## src/rtl/glyph_serializer_pkg.sv

```systemverilog
// Shared constants and fetch-FSM encoding for the glyph serializer.
package glyph_serializer_pkg;

    localparam int GLYPH_W_DEF = 10;
    localparam int ROW_W       = 4;
    localparam int CHAR_W      = 8;
    localparam int PIX_CNT_W   = 4;

    typedef enum logic [1:0] {
        ST_IDLE = 2'd0,
        ST_WAIT = 2'd1,
        ST_HOLD = 2'd2
    } fetch_state_e;

endpackage

```

## src/rtl/glyph_shift_reg.sv

```systemverilog
// Glyph row shifter: MSB-first pixel output, pixel counter, and gapless reload
// from the hold register.
module glyph_shift_reg
    import glyph_serializer_pkg::*;
#(
    parameter int GLYPH_W = GLYPH_W_DEF
) (
    input  logic               clk,
    input  logic               rst_n,
    input  logic               pix_en,
    input  logic               hold_valid,
    input  logic [GLYPH_W-1:0] hold_data,
    output logic               load,
    output logic               empty,
    output logic               pixel_out,
    output logic               pixel_valid
);

    localparam logic [PIX_CNT_W-1:0] CNT_FULL = PIX_CNT_W'(GLYPH_W);
    localparam logic [PIX_CNT_W-1:0] CNT_ONE  = PIX_CNT_W'(1);

    logic [GLYPH_W-1:0]   shift_q, shift_d;
    logic [PIX_CNT_W-1:0] cnt_q, cnt_d;

    assign empty       = (cnt_q == '0);
    assign pixel_valid = !empty;
    assign pixel_out   = pixel_valid & shift_q[GLYPH_W-1];

    // Reload either into an empty shifter or on the edge that consumes the last pixel.
    assign load = hold_valid && (empty || (pix_en && cnt_q == CNT_ONE));

    always_comb begin
        shift_d = shift_q;
        cnt_d   = cnt_q;
        if (load) begin
            shift_d = hold_data;
            cnt_d   = CNT_FULL;
        end else if (pix_en && !empty) begin
            shift_d = shift_q << 1;
            cnt_d   = cnt_q - CNT_ONE;
        end
    end

    always_ff @(posedge clk or negedge rst_n) begin
        if (!rst_n) begin
            shift_q <= '0;
            cnt_q   <= '0;
        end else begin
            shift_q <= shift_d;
            cnt_q   <= cnt_d;
        end
    end

endmodule

```

## src/rtl/glyph_serializer.sv

```systemverilog
// Character-cell pixel serializer: font fetch FSM plus glyph shifter.
// Optional GLYPH_SERIALIZER_INVERT_EN adds an INVERT input for inverse-video glyphs.
module glyph_serializer
    import glyph_serializer_pkg::*;
#(
    parameter int GLYPH_W  = GLYPH_W_DEF,
    parameter int FONT_LAT = 1
) (
    input  logic               CLK,
    input  logic               RESET,
    input  logic               PIX_EN,
    input  logic [CHAR_W-1:0]  CHAR_IN,
    input  logic [ROW_W-1:0]   ROW_NUM,
    input  logic               CHAR_VALID,
`ifdef GLYPH_SERIALIZER_INVERT_EN
    input  logic               INVERT,
`endif
    output logic               CHAR_READY,
    output logic [CHAR_W-1:0]  FONT_CHAR,
    output logic [ROW_W-1:0]   FONT_ROW,
    input  logic [GLYPH_W-1:0] FONT_DATA,
    output logic               PIXEL_OUT,
    output logic               PIXEL_VALID,
    output logic               UNDERRUN
);

    localparam logic [1:0] LAT_LAST = 2'(FONT_LAT - 1);

    fetch_state_e       state_q, state_d;
    logic [1:0]         lat_cnt_q, lat_cnt_d;
    logic [CHAR_W-1:0]  font_char_q, font_char_d;
    logic [ROW_W-1:0]   font_row_q, font_row_d;
    logic [GLYPH_W-1:0] hold_q, hold_d;
    logic               seen_q, seen_d;
    logic               underrun_q, underrun_d;
    logic               transfer, hold_valid, load, empty;
    logic [GLYPH_W-1:0] inv_mask;

    assign transfer   = CHAR_VALID && (state_q == ST_IDLE);
    assign hold_valid = (state_q == ST_HOLD);

`ifdef GLYPH_SERIALIZER_INVERT_EN
    logic inv_q, inv_d;

    assign inv_d    = transfer ? INVERT : inv_q;
    assign inv_mask = {GLYPH_W{inv_q}};

    always_ff @(posedge CLK or negedge RESET) begin
        if (!RESET) inv_q <= 1'b0;
        else        inv_q <= inv_d;
    end
`else
    assign inv_mask = '0;
`endif

    always_comb begin
        state_d     = state_q;
        lat_cnt_d   = lat_cnt_q;
        font_char_d = font_char_q;
        font_row_d  = font_row_q;
        hold_d      = hold_q;
        unique case (state_q)
            ST_IDLE: begin
                if (CHAR_VALID) begin
                    state_d     = ST_WAIT;
                    lat_cnt_d   = '0;
                    font_char_d = CHAR_IN;
                    font_row_d  = ROW_NUM;
                end
            end
            ST_WAIT: begin
                if (lat_cnt_q == LAT_LAST) begin
                    hold_d  = FONT_DATA ^ inv_mask;
                    state_d = ST_HOLD;
                end else begin
                    lat_cnt_d = lat_cnt_q + 2'd1;
                end
            end
            ST_HOLD: begin
                if (load) state_d = ST_IDLE;
            end
            default: state_d = ST_IDLE;
        endcase
        seen_d = seen_q | load;
        // Starving the shifter only counts once a glyph has actually been shown.
        underrun_d = underrun_q | (PIX_EN & empty & ~hold_valid & seen_q);
    end

    always_ff @(posedge CLK or negedge RESET) begin
        if (!RESET) begin
            state_q     <= ST_IDLE;
            lat_cnt_q   <= '0;
            font_char_q <= '0;
            font_row_q  <= '0;
            hold_q      <= '0;
            seen_q      <= 1'b0;
            underrun_q  <= 1'b0;
        end else begin
            state_q     <= state_d;
            lat_cnt_q   <= lat_cnt_d;
            font_char_q <= font_char_d;
            font_row_q  <= font_row_d;
            hold_q      <= hold_d;
            seen_q      <= seen_d;
            underrun_q  <= underrun_d;
        end
    end

    glyph_shift_reg #(
        .GLYPH_W(GLYPH_W)
    ) u_shift (
        .clk        (CLK),
        .rst_n      (RESET),
        .pix_en     (PIX_EN),
        .hold_valid (hold_valid),
        .hold_data  (hold_q),
        .load       (load),
        .empty      (empty),
        .pixel_out  (PIXEL_OUT),
        .pixel_valid(PIXEL_VALID)
    );

    assign CHAR_READY = (state_q == ST_IDLE);
    assign FONT_CHAR  = font_char_q;
    assign FONT_ROW   = font_row_q;
    assign UNDERRUN   = underrun_q;

endmodule
```

## config.mk

```make
export PLATFORM = sky130hd
export DESIGN_NAME = glyph_serializer
export DESIGN_NICKNAME = d
export VERILOG_FILES = /design/src/rtl/glyph_serializer_pkg.sv /design/src/rtl/glyph_shift_reg.sv /design/src/rtl/glyph_serializer.sv
export SDC_FILE = /design/constraint.sdc
export NUM_CORES = 1
export LEC_CHECK = 0
export BUFFER_PORTS_ARGS = -buffer_cell sky130_fd_sc_hd__buf_2
export CAP_MARGIN = 30
export CORE_ASPECT_RATIO = 1.4
export CORE_MARGIN = 5
export CORE_UTILIZATION = 39
export CTS_CLUSTER_DIAMETER = 60
export DETAILED_ROUTE_END_ITERATION = 7
export PLACE_DENSITY = 0.68
export SLEW_MARGIN = 20
export SYNTH_ARGS = -nofsm -noshare
export SYNTH_HDL_FRONTEND = slang
export SYNTH_SLANG_ARGS = --single-unit
```

## constraint.sdc

```tcl
create_clock -name CLK -period 2.4 [get_ports CLK]
set_input_delay 0.12 -clock CLK [delete_from_list [all_inputs] [get_ports CLK]]
set_output_delay 0.12 -clock CLK [all_outputs]
set_load 0.03 [all_outputs]
```

==> results.tsv <==
stage	metric	value	unit
drt	DRC viols	0	
timing	clock skew	0.00542	ns
logic_synthesis	Mapped Nets	161	
layout	most common library cell in the layout ignoring fill and taps	dfrtp_1	
grt	vias in the first global route	1206	
drt	DRT Wirelength	3.40	mm
grt	grt met2 use	18.9	%
grt	initial antenna violation count	0	
clock_network	clk slew on worst S/H paths	0.08	ns
timing	Final Hold Viols	0	
drt	Post-DRT Antenna Nets	0	
grt	first-pass GRT wire length	5.44	mm
floorplan	core area	4540	µm²
logic_synthesis	Mapped Avg Cell Area	13.8	µm²
placed_design	PortBufs	41	
drt	first-pass iteration count of the detailed router	4	
grt	GRT Resource Usage Total	11.6	%
clock_network	H-tree depth	2	
timing	Least-Margin Pin Slew	0.537	ns
clock_network	TritonCTS clock tree	yes	
layout	area delta synth->final	21.2	%
power	maximum vdd drop	0.504	mV
layout	ANT cells	0	
layout	final core occ	48.3	%
drt	Vias/cell	4.98	
grt	largest net degree at the start of global routing	43	
setup_path	CP Data Arrival Time	2.26	ns
clock_network	Post-CTS Resized	0	
placed_design	Placed Area	2070	µm²
setup_path	crit path capture type	flip-flop	
logic_synthesis	Yosys reg bits	42	
clock_network	clk_lat worst skew	0.29	ns
timing	crit path time final	2.04	ns
timing	Final Cycle Share	85.0	%
setup_path	worst path cell trace	inv_1 -> ha_1 -> nor3b_4 -> mux2_4 -> nor4_1 -> mux2i_1	
grt	met3 GRT Util	3.49	%
drt	First DRT Iteration DRCs	31	
placed_design	routability cong.	0.715	
clock_network	maximum clock path buffer count	2	
clock_network	Root Driver	clkbuf_8	
logic_synthesis	Ys Warns	0	
timing	worst rel slew slack	64.1	%
run_status	status	complete, no violations	
layout	post-layout instance area	2190	µm²
floorplan	FP Rows	29	
floorplan	io pins	42	
placed_design	hpwl dp	2.53	mm
logic_synthesis	synth unique cells	27	
clock_network	# Post-CTS Setup Buffers	0	
setup_path	Buf/Inv on CP	1	
clock_network	CTS Buf Count	5	
grt	gr ovfl total	0	
logic_synthesis	Syn Std Cell Area	1810	µm²
drt	routed vias	1199	
timing	RSZ-0062 raised after global routing	false	
timing	Setup-failing EPs final	0	
setup_path	CP startpoint kind	flip-flop	
setup_path	worst-path maximum fanout	15	
layout	most frequent cells in the layout	dfrtp_1, buf_2, mux2_2, a22o_1, a21o_1	
power	Design Power	2850	µW
setup_path	CP peak stage delay	0.42	ns
floorplan	initial cell density of the core	39.9	%
worst_hold_path	min-delay worst type	primary input to flip-flop	
floorplan	die height	90.6	µm
power	static leakage	0.00110	µW
logic_synthesis	post-synthesis instance total	131	
setup_path	Worst EP required	2.62	ns
drt	WL/cell	14.1	µm
layout	fill count	418	
timing	Setup TNS Final	0	ns
grt	busiest grt layer	met2	
layout	share of cells above drive strength 1	44.7	%
setup_path	Setup CP Type	flip-flop to flip-flop	
grt	routing usage on met1	13.2	%
floorplan	Die ar.	6120	µm²
setup_path	largest delay contributor family on the critical path	multiplexers	
timing	Slew Viols, Final	0	
logic_synthesis	register area share after synthesis	58.1	%
setup_path	slowest CP cell	mux2_4	
run	max_cap viols	0	
timing	Max Freq	490	MHz
floorplan	Die W	67.6	µm
layout	fin nets	208	
power	pwr dens	1300	nW/µm²
clock_network	Clock Sinks	42	
==> Yosys cell counts (all sizes together) <==
library cell	count	share of area [%]
or2	1	0.35
a21o	9	3.7
and2	1	0.35
a22o	10	4.8
buf	5	2.0
a41o	1	0.55
ha	4	2.8
nor4	2	1.5
mux2	25	16
a22oi	1	0.42
mux2i	1	0.55
nand4b	1	0.48
inv	7	1.5
dfrtp	42	58
nor2b	2	0.69
nor2	5	1.0
nand2b	3	1.5
o21ai	4	1.1
a21oi	3	0.83
nand3b	1	0.42
nor3b	1	1.0
nor3	2	0.55
==> path summary, 6_finish.rpt <==
check	to	from	slack, ns	depth (start not counted)
max in group asynchronous	hold_q[6]	RESET	1.67	3
min in group asynchronous	FONT_CHAR[5]	RESET	0.27	2
worst max register to register	u_shift.cnt_q[3]	u_shift.cnt_q[0]	0.36	6
worst min register to register	UNDERRUN	UNDERRUN	0.48	1
worst min-delay path	FONT_CHAR[7]	CHAR_IN[7]	0.06	2
worst max-delay path	u_shift.cnt_q[3]	u_shift.cnt_q[0]	0.36	6
==> final cells by class <==
| class | count | area [µm²] | area share [%] |
|---|---|---|---|
| clock buffer | 7 | 86.3 | 3.94 |
| clock inverter | 1 | 5.00 | 0.228 |
| inverter | 7 | 26.3 | 1.20 |
| multi-input combinational | 77 | 696 | 31.7 |
| sequential | 42 | 1050 | 47.9 |
| tap | 62 | 77.6 | 3.54 |
| timing repair buffer | 45 | 250 | 11.4 |
==> sequential cells by signal (all words and copies together), names as in the netlist <==
signal and flops:
u_shift.cnt_q 4, lat_cnt_q 2, u_shift.shift_q 10, FONT_CHAR 8, hold_q 10, state_q 2, FONT_ROW 4, UNDERRUN 1
seen_q 1
==> cells by family after synthesis <==
family                     after synthesis  synth area share [%]
buffers and inverters                   12                  3.46
AOI/OAI and AO/OA                       28                  11.5
and+or+nand+nor                         19                  7.88
DFF                                     42                  58.1
adders and majority gates                4                  2.77
muxes                                   26                  16.3
==> where the power goes <==
| group | internal [µW] | leakage (µW) | switching (µW) |
|---|---|---|---|
| logic | 513 | 0.000538 | 608 |
| registers | 1030 | 0.000517 | 235 |
| clock network | 232 | 0.0000482 | 227 |
==> per-stage QoR <==
stage | setup slack [ns] | instances | hold slack, ns
finish | 0.359 | 241 | 0.0577
global route | 0.204 | 241 | 0.0456
CTS | 0.333 | 240 | 0.0493
detailed placement | 0.349 | 231 | 0.296
global placement | 0.513 | 231 | 0.277
floorplan | 0.582 | 131 | -0.176
==> timing repair <==
action / CTS / global route
endpoints found under the hold margin: 42 / 0
hold buffers: 1 / 0
setup endpoints to repair: 0 / 0
==> per-layer routing <==
layer  vias to the layer above  share of wire, %
met3                         9               8.4
met2                        49                47
met1                       582                42
li1                        559                 -
met5                         -                 0
met4                         0               2.6
Power figures use the tool's default switching activity.
